`config.mk`:
```
export PLATFORM = sky130hd
export DESIGN_NAME = voice_match_engine
export DESIGN_NICKNAME = d
export VERILOG_FILES = /design/src/rtl/voice_match_engine.sv
export SDC_FILE = /design/constraint.sdc
export NUM_CORES = 1
export LEC_CHECK = 0
export CAP_MARGIN = 25
export CORE_AREA = 2 2 160 162
export CTS_BUF_LIST = sky130_fd_sc_hd__clkbuf_4 sky130_fd_sc_hd__clkbuf_8
export CTS_CLUSTER_DIAMETER = 80
export DETAILED_ROUTE_END_ITERATION = 10
export DIE_AREA = 0 0 162 164
export GPL_TIMING_DRIVEN = 0
export PLACE_DENSITY = 0.86
export SLEW_MARGIN = 20
export SYNTH_ARGS = -nofsm -noshare
export SYNTH_HDL_FRONTEND = slang
export SYNTH_SLANG_ARGS = --single-unit
```
`constraint.sdc`:
```
create_clock -name clk -period 8.3 [get_ports clk]
set_input_delay 1.245 -clock clk [delete_from_list [all_inputs] [get_ports clk]]
set_output_delay 1.245 -clock clk [all_outputs]
set_load 0.005 [all_outputs]
```
`src/rtl/voice_match_engine.sv`:
```
// Voice match engine: records one utterance into an external capture RAM, then
// streams it back against N_DIRS template channels, tallying per-lane matches
// and reporting the channel with the uniquely highest tally.
module voice_match_engine #(
  parameter int N_DIRS      = 4,
  parameter int SAMPLE_W    = 8,
  parameter int CHUNKS      = 2830,
  parameter int ADDR_W      = 12,
  parameter int THRESH      = 3,
  parameter int CNT_W       = 14,
  parameter int DEFAULT_DIR = 1
) (
  input  logic                           clk,
  input  logic                           rst,
  input  logic                           start,
  input  logic                           compare_en,
  input  logic                           abort,
  input  logic                           sample_valid,
  input  logic [4*SAMPLE_W-1:0]          sample_data,
  output logic                           ram_wr,
  output logic [4*SAMPLE_W-1:0]          ram_wdata,
  output logic [ADDR_W-1:0]              ram_addr,
  input  logic [4*SAMPLE_W-1:0]          ram_rdata,
  input  logic [N_DIRS*4*SAMPLE_W-1:0]   tmpl_rdata,
  output logic                           busy,
  output logic                           done,
  output logic [$clog2(N_DIRS)-1:0]      match,
  output logic                           match_valid
);

  localparam int LW = 4 * SAMPLE_W;
  localparam int MW = $clog2(N_DIRS);
  localparam logic [ADDR_W-1:0] LAST_ADDR = ADDR_W'(CHUNKS - 1);
  localparam logic [MW-1:0] DEF_DIR = MW'(DEFAULT_DIR);
  localparam logic signed [SAMPLE_W:0] THR = (SAMPLE_W + 1)'(THRESH);

  typedef enum logic [2:0] {IDLE, RECORD, COMPARE, DRAIN, RESULT} state_t;

  state_t             state;
  logic [ADDR_W-1:0]  addr;
  logic               cen_q;
  logic               rd_vld_p0;
  logic [CNT_W-1:0]   tally [N_DIRS];
  logic [2:0]         score [N_DIRS];
  logic [MW-1:0]      best_idx;
  logic [CNT_W-1:0]   best_val;
  logic               tie;

  // Number of lanes (0..4) whose unsigned absolute difference is within THRESH.
  function automatic logic [2:0] word_score(input logic [LW-1:0] a,
                                            input logic [LW-1:0] b);
    logic signed [SAMPLE_W:0] diff;
    logic [2:0] sc;
    sc = '0;
    for (int l = 0; l < 4; l++) begin
      diff = $signed({1'b0, a[l*SAMPLE_W +: SAMPLE_W]}) -
             $signed({1'b0, b[l*SAMPLE_W +: SAMPLE_W]});
      if (diff < 0) diff = -diff;
      if (diff <= THR) sc = sc + 3'd1;
    end
    return sc;
  endfunction

  // Saturating tally update: sticks at all-ones instead of wrapping.
  function automatic logic [CNT_W-1:0] sat_add(input logic [CNT_W-1:0] t,
                                               input logic [2:0] s);
    logic [CNT_W:0] sum;
    sum = {1'b0, t} + {{(CNT_W-2){1'b0}}, s};
    return sum[CNT_W] ? {CNT_W{1'b1}} : sum[CNT_W-1:0];
  endfunction

  assign busy      = (state != IDLE);
  assign ram_wr    = (state == RECORD) && sample_valid && !abort;
  assign ram_wdata = sample_data;
  assign ram_addr  = addr;

  // Per-channel score of the read word currently on the RAM data buses.
  always_comb begin
    for (int i = 0; i < N_DIRS; i++)
      score[i] = word_score(ram_rdata, tmpl_rdata[i*LW +: LW]);
  end

  // Winner search: tie is set whenever the running maximum is matched.
  always_comb begin
    best_idx = '0;
    best_val = tally[0];
    tie      = 1'b0;
    for (int i = 1; i < N_DIRS; i++) begin
      if (tally[i] > best_val) begin
        best_idx = MW'(i);
        best_val = tally[i];
        tie      = 1'b0;
      end else if (tally[i] == best_val) begin
        tie = 1'b1;
      end
    end
  end

  // Control FSM with registered done/match outputs.
  always_ff @(posedge clk or posedge rst) begin
    if (rst) begin
      state       <= IDLE;
      addr        <= '0;
      cen_q       <= 1'b0;
      rd_vld_p0   <= 1'b0;
      done        <= 1'b0;
      match       <= DEF_DIR;
      match_valid <= 1'b0;
    end else begin
      done      <= 1'b0;
      rd_vld_p0 <= 1'b0;
      if (abort) begin
        state <= IDLE;
        addr  <= '0;
      end else begin
        case (state)
          IDLE: begin
            if (start) begin
              addr  <= '0;
              cen_q <= compare_en;
              state <= RECORD;
            end
          end
          RECORD: begin
            if (sample_valid) begin
              if (addr == LAST_ADDR) begin
                addr <= '0;
                if (cen_q) begin
                  state <= COMPARE;
                end else begin
                  state <= IDLE;
                  done  <= 1'b1;
                end
              end else begin
                addr <= addr + 1'b1;
              end
            end
          end
          COMPARE: begin
            // stage p0: address issued now, read data arrives next cycle
            rd_vld_p0 <= 1'b1;
            if (addr == LAST_ADDR) begin
              addr  <= '0;
              state <= DRAIN;
            end else begin
              addr <= addr + 1'b1;
            end
          end
          DRAIN: begin
            state <= RESULT;
          end
          RESULT: begin
            match       <= tie ? DEF_DIR : best_idx;
            match_valid <= !tie;
            done        <= 1'b1;
            state       <= IDLE;
          end
          default: state <= IDLE;
        endcase
      end
    end
  end

  // Tallies: cleared on a new capture, accumulated one cycle after each read.
  always_ff @(posedge clk or posedge rst) begin
    if (rst) begin
      for (int i = 0; i < N_DIRS; i++) tally[i] <= '0;
    end else if (!abort) begin
      if (state == IDLE && start) begin
        for (int i = 0; i < N_DIRS; i++) tally[i] <= '0;
      end else if (rd_vld_p0) begin
        for (int i = 0; i < N_DIRS; i++) tally[i] <= sat_add(tally[i], score[i]);
      end
    end
  end

endmodule
```
==> summary.md, run 1 <==
| Metric | Value |
|---|---|
| DRC errors left | 0 |
| Slew @ Worst Pin | 778 ps |
| Hold Violations, Final | 0 |
| Vias | 14882 |
| Largest net degree at the start of global routing | 50 |
| Clk slew on worst S/H paths | 90 ps |
| Unique masters post-synth | 82 |
| Final period util | 93.4% |
| Initial antenna violation count | 0 |
| Most common cell after layout, fill and taps aside | clkdlybuf4s50_1 |
| Pwr Total | 1750 uW |
| Setup Crit Path Kind | in -> reg |
| Number of global-route vias before repair | 14378 |
| Drt initial violations | 1000 |
| Yosys reg bits | 77 |
| Clock sink count | 77 |
| Synth warn | 0 |
| Commonest register cell after synthesis | dfrtp_1 |
| Initial Util | 57.2% |
| Setup WS post-layout | 546 ps |
| Critical path required time | 8560 ps |
| Core Area | 24800 sq um |
| Async S/R FF share, synth | 100% |
| Setup WS pre-CTS | 80.6 ps |
| Critical path's largest stage delay | 580 ps |
| Routed length per placed instance | 15.9 um |
| P_leak | 0.00807 uW |
| CP Capture Type | flip-flop |
| Clock power frac | 19.0% |
| GP Congestion | 0.974 |
| Post-DP HPWL | 31600 um |
| Cell-internal power | 1020 uW |
| CP startpoint kind | input pin |
| Worst skew pair latency | 370 ps |
| Total gr overflow | 0 |
| CP arrival | 8010 ps |
| Final WL | 38900 um |
| Fin nets | 2535 |
| Post-synthesis net count | 2308 |
| Clock buffer depth | 2 |
| Layout cell share with drive strength beyond 1 | 4.45% |
| Slew HR | 48.1% |
| Switching power total | 725 uW |
| Net Sw Frac | 41.6% |
| TNS Setup | 0 ps |
| DR vias/cell | 6.10 |
| Placed cell areas | 16800 sq um |
| Root Driver | clkbuf_8 |
| # rows | 58 |
| Status | complete, no violations |
| DRT Pass-1 Iters | 6 |
| Commonest non-fill, non-tap cells in the layout | 215 x clkdlybuf4s50_1, 212 x ha_1, 201 x inv_1 |
| Ant diodes | 0 |
| Post-synth EDFFs | 0 |
| Number of CTS-inserted buffers | 9 |
| Post-route cell area | 17000 sq um |
| Seq/Total Area, Yosys | 13.6% |
| Htree depth | 3 |
| Final setup vio count | 0 |
| Hold WC Path Type | reg -> reg |
| Worst path slowest cell | clkdlybuf4s50_1 |
| Worst-path maximum fanout | 10 |
| Share of total power in combinational logic | 58.1% |
| Fmax | 0.129 GHz |
| Setup bufs post-CTS | 0 |
| Seq pwr share | 22.9% |
| Tot GR Track Use | 28.6% |
| Power Density | 103 nW/um^2 |
| Area grow syn2layout | 19.9% |
| Die width | 162 um |
| First-pass GRT wire length | 64100 um |
| I/O Pins | 248 |
| Post-Route Hold Slack | 501 ps |
| Die H | 164 um |
| Reg2reg setup slack | 1430 ps |
| PortBufs | 215 |
| Worst vdd ir | 0.0835 mV |
| Setup repair after global routing missed its margin | false |
| Die Footprint | 26600 sq um |
| Avg Cell Area, Syn | 7.56 sq um |
| Minimum clock period | 7750 ps |
| Cell area after synthesis | 14200 sq um |
| Max-cap check violation count | 0 |
| Slew Viols, Final | 0 |
| Critical path's most frequent cell | o21ai_0 |
| Mapped Cells | 1878 |
| DRT antenna net count | 0 |
| Clock Skews | 7.37 ps |
| CTS tree | built |
-- worst max-delay path: cells and delay by family --
| family | cells | cell delay [ps] |
|---|---|---|
| AO/OA/AOI/OAI | 10 | 2290 |
| XOR/XNOR | 2 | 620 |
| adder cells (fa/ha/maj) | 4 | 1210 |
| buffers and inverters | 3 | 1150 |
| multiplexers | 1 | 340 |
| AND/OR/NAND/NOR | 7 | 1140 |
-- area by class of cell --
type	count	area, sq um
Buffer	61	350
Clock buffer	9	124
Clock inverter	7	100
Fill cell	2056	7790
Inverter	202	761
Multi-Input combinational cell	1538	11200
Sequential cell	77	1930
Tap cell	330	413
Timing Repair Buffer	216	2180
-- power groups by stage --
stage / logic (uW) / clock network (uW) / registers [uW]
after floorplan: 701 / 0 / 405
after global placement: 957 / 0 / 406
after detailed placement: 995 / 0 / 407
after CTS: 1000 / 329 / 399
after global routing: 1130 / 341 / 401
final: 1010 / 332 / 399
-- flip-flops by register name, indices dropped and copies added, names as in the netlist --
signal,count
match,2
tally,56
ram_addr,12
state,3
match_valid,1
rd_vld_p0,1
cen_q,1
done,1
-- per-layer routing --
metal,GRT usage (%),share of wire (%),vias to the layer above
li1,-,-,7265
met4,9.86,3.2,0
met1,34.7,42,6928
met5,0,0,-
met3,3.51,6.1,116
met2,52.2,48,573
-- cells in the mapped netlist, drive strengths merged (38+ instances only) --
cell      n  area share (%)
xnor2    55             3.4
a21o     38             2.0
ha      212              19
nand3    58             2.0
nor3     47             1.7
o21a     39             2.1
nand2b   38             1.7
xor2     39             2.4
a21oi   117             4.1
o21ai   152             5.4
inv     202             5.3
dfrtp    76              13
nor2b    44             1.9
nand2   123             3.3
nor2    129             3.4
-- logic make-up after synthesis --
group / synth area share, %
buffers and inverters: 7.80
XOR/XNOR: 6.01
adder cells (fa/ha/maj): 21.5
AND/OR/NAND/NOR: 21.6
multiplexers: 2.90
AO/OA/AOI/OAI: 26.6
flip-flops: 13.6
-- timing repair --
item,CTS,global route
endpoints found under the setup margin,0,11
hold buffers,0,0
gates resized for setup,0,4
-- worst paths after layout --
kind	depth (start not counted)	to	from
max in group asynchronous	3	tally[4]	rst
worst max register to register	29	match[1]	tally[35]
worst min-delay path	2	match_valid	match_valid
worst min register to register	2	match_valid	match_valid
min in group asynchronous	2	cen_q	rst
worst max-delay path	27	tally[34]	ram_rdata[1]
-- through the flow --
step	utilization [%]	std cells
4_1_cts	68.6	2440
3_3_place_gp	67.5	2423
3_5_place_dp	67.7	2424
6_report	68.6	2440
2_1_floorplan	-	1878
5_1_grt	68.6	2440
Power figures use the tool's default switching activity.
==> run 2, diff against run 1 <==
CORE_AREA = 2 2 172 174   (was 2 2 160 162)
DIE_AREA = 0 0 174 176   (was 0 0 162 164)
PLACE_DENSITY = 0.75   (was 0.86)
==> summary.md, run 2 (synthesis gave the netlist of run 1 again) <==
| Metric | Value |
|---|---|
| DRT antenna net count | 0 |
| Die Footprint | 30600 sq um |
| Routed length per placed instance | 15.7 um |
| Setup WS pre-CTS | 169 ps |
| Post-DP HPWL | 32000 um |
| Top reg by flops | tally |
| GP Congestion | 0.959 |
| Root Driver | clkbuf_8 |
| Tot GR Track Use | 25.3% |
| Critical path's largest stage delay | 530 ps |
| Largest register FFs | 56 |
| CTS Hold Bufs | 0 |
| Critical path's most frequent cell | o21ai_0 |
| Hold WC Path Type | reg -> reg |
| Setup repair after global routing missed its margin | false |
| Clock power frac | 16.9% |
| Fin nets | 2535 |
| Switching power total | 736 uW |
| Most common cell after layout, fill and taps aside | clkdlybuf4s50_1 |
| Fmax | 0.131 GHz |
| Net Sw Frac | 43.3% |
| PortBufs | 215 |
| Placed cells | 2478 |
| Max-cap check violation count | 0 |
| Setup WS post-layout | 639 ps |
| Drt initial violations | 899 |
| Minimum clock period | 7660 ps |
| Power Density | 99.7 nW/um^2 |
| Die width | 174 um |
| Clk slew on worst S/H paths | 100 ps |
| Largest net degree at the start of global routing | 54 |
| CP Capture Type | flip-flop |
| Vias | 14484 |
| P_leak | 0.00805 uW |
| Share of total power in combinational logic | 59.7% |
| TNS Setup | 0 ps |
| Die H | 176 um |
| Area grow syn2layout | 20.2% |
| Slew Viols, Final | 0 |
| Worst skew pair latency | 380 ps |
| Initial antenna violation count | 0 |
| Layout cell share with drive strength beyond 1 | 4.50% |
| Slew HR | 46.0% |
| DR vias/cell | 5.81 |
| Initial Util | 49.7% |
| CP startpoint kind | input pin |
| # rows | 62 |
| Total gr overflow | 0 |
| Clock sink count | 77 |
| CTS tree | built |
| Number of global-route vias before repair | 14134 |
| CP arrival | 7970 ps |
| Ant diodes | 0 |
| Slew @ Worst Pin | 804 ps |
| Number of CTS-inserted buffers | 9 |
| Htree depth | 3 |
| Seq pwr share | 23.4% |
| First-pass GRT wire length | 65700 um |
| Core Area | 28500 sq um |
| I/O Pins | 248 |
| Critical path required time | 8610 ps |
| Final WL | 39200 um |
| Layout Cells excl Fill | 2494 |
| Worst vdd ir | 0.0597 mV |
| DRT Pass-1 Iters | 5 |
| DRC errors left | 0 |
| Commonest non-fill, non-tap cells in the layout | 215 x clkdlybuf4s50_1, 212 x ha_1, 201 x inv_1 |
| Clock buffer depth | 2 |
| Status | complete, no violations |
| Worst-path maximum fanout | 10 |
| Final setup vio count | 0 |
| Clock Skews | 12.5 ps |
| Cell-internal power | 965 uW |
| Worst path slowest cell | clkdlybuf4s50_1 |
| Setup Crit Path Kind | in -> reg |
| Final period util | 92.3% |
| Hold Violations, Final | 0 |
-- run 2: cell types whose count changed in the layout (fill, tap and decap cells not counted) --
| cell | previous run | this run |
|---|---|---|
| inv_6 | 0 | 4 |
| bufinv_16 | 2 | 0 |
| clkinv_4 | 4 | 2 |
| a31oi_1 | 36 | 35 |
| a31oi_2 | 0 | 1 |
| clkinv_2 | 1 | 0 |
| inv_8 | 0 | 1 |
-- run 2: critical path: cells and delay by family --
kind,cells,cell delay (ps)
simple gates,11,2710
compound gates,9,1580
buf+inv,2,840
fa+ha+maj,4,1160
xor+xnor,2,440
-- run 2: timing repair --
item | in CTS | in global routing
setup buffers | 0 | 0
resized for setup | 0 | 5
setup endpoints to repair | 0 | 18
endpoints found under the hold margin | 0 | 0
-- run 2: final timing paths --
| path | from | to | slack [ps] | cells past startpoint |
|---|---|---|---|---|
| max | ram_rdata[9] | tally[47] | 640 | 28 |
| min | match_valid | match_valid | 510 | 2 |
| min reg2reg | match_valid | match_valid | 510 | 2 |
| max in group asynchronous | rst | tally[4] | 6530 | 3 |
| min in group asynchronous | rst | ram_addr[9] | 1190 | 2 |
| max reg2reg | tally[35] | match[1] | 1430 | 29 |
-- run 2: stage by stage --
stage | util [%] | instance area, sq um | power (uW) | hold WS [ps]
after floorplan | - | 14200 | 1110 | 471
after global placement | 59.0 | 16800 | 1370 | 472
after detailed placement | 59.1 | 16900 | 1410 | 488
after CTS | 59.7 | 17000 | 1690 | 511
after global routing | 59.8 | 17100 | 1840 | 528
final | 59.8 | 17100 | 1700 | 508
-- run 2: layer usage --
| layer | up-vias | part of all wire (%) | track usage (%) |
|---|---|---|---|
| met4 | 0 | 2.3 | 6.48 |
| li1 | 7266 | - | - |
| met5 | - | 0 | 0 |
| met3 | 65 | 5.2 | 2.97 |
| met1 | 6713 | 45 | 31.9 |
| met2 | 440 | 48 | 45.9 |
-- run 2: area by class of cell --
class,instances,area (sq um)
Buffer,61,350
Inverter,202,761
Clock inverter,7,63.8
Multi-Input combinational cell,1538,11200
Sequential cell,77,1930
Fill cell,2672,11500
Clock buffer,9,124
Timing Repair Buffer,216,2180
Tap cell,384,480
-- run 2: power by group through the flow --
stage	Sequential, uW	Combinational (uW)	Clock, uW
floorplan	405	701	0
global placement	406	968	0
detailed placement	406	1000	0
CTS	399	1010	289
global route	401	1140	307
finish	399	1020	287
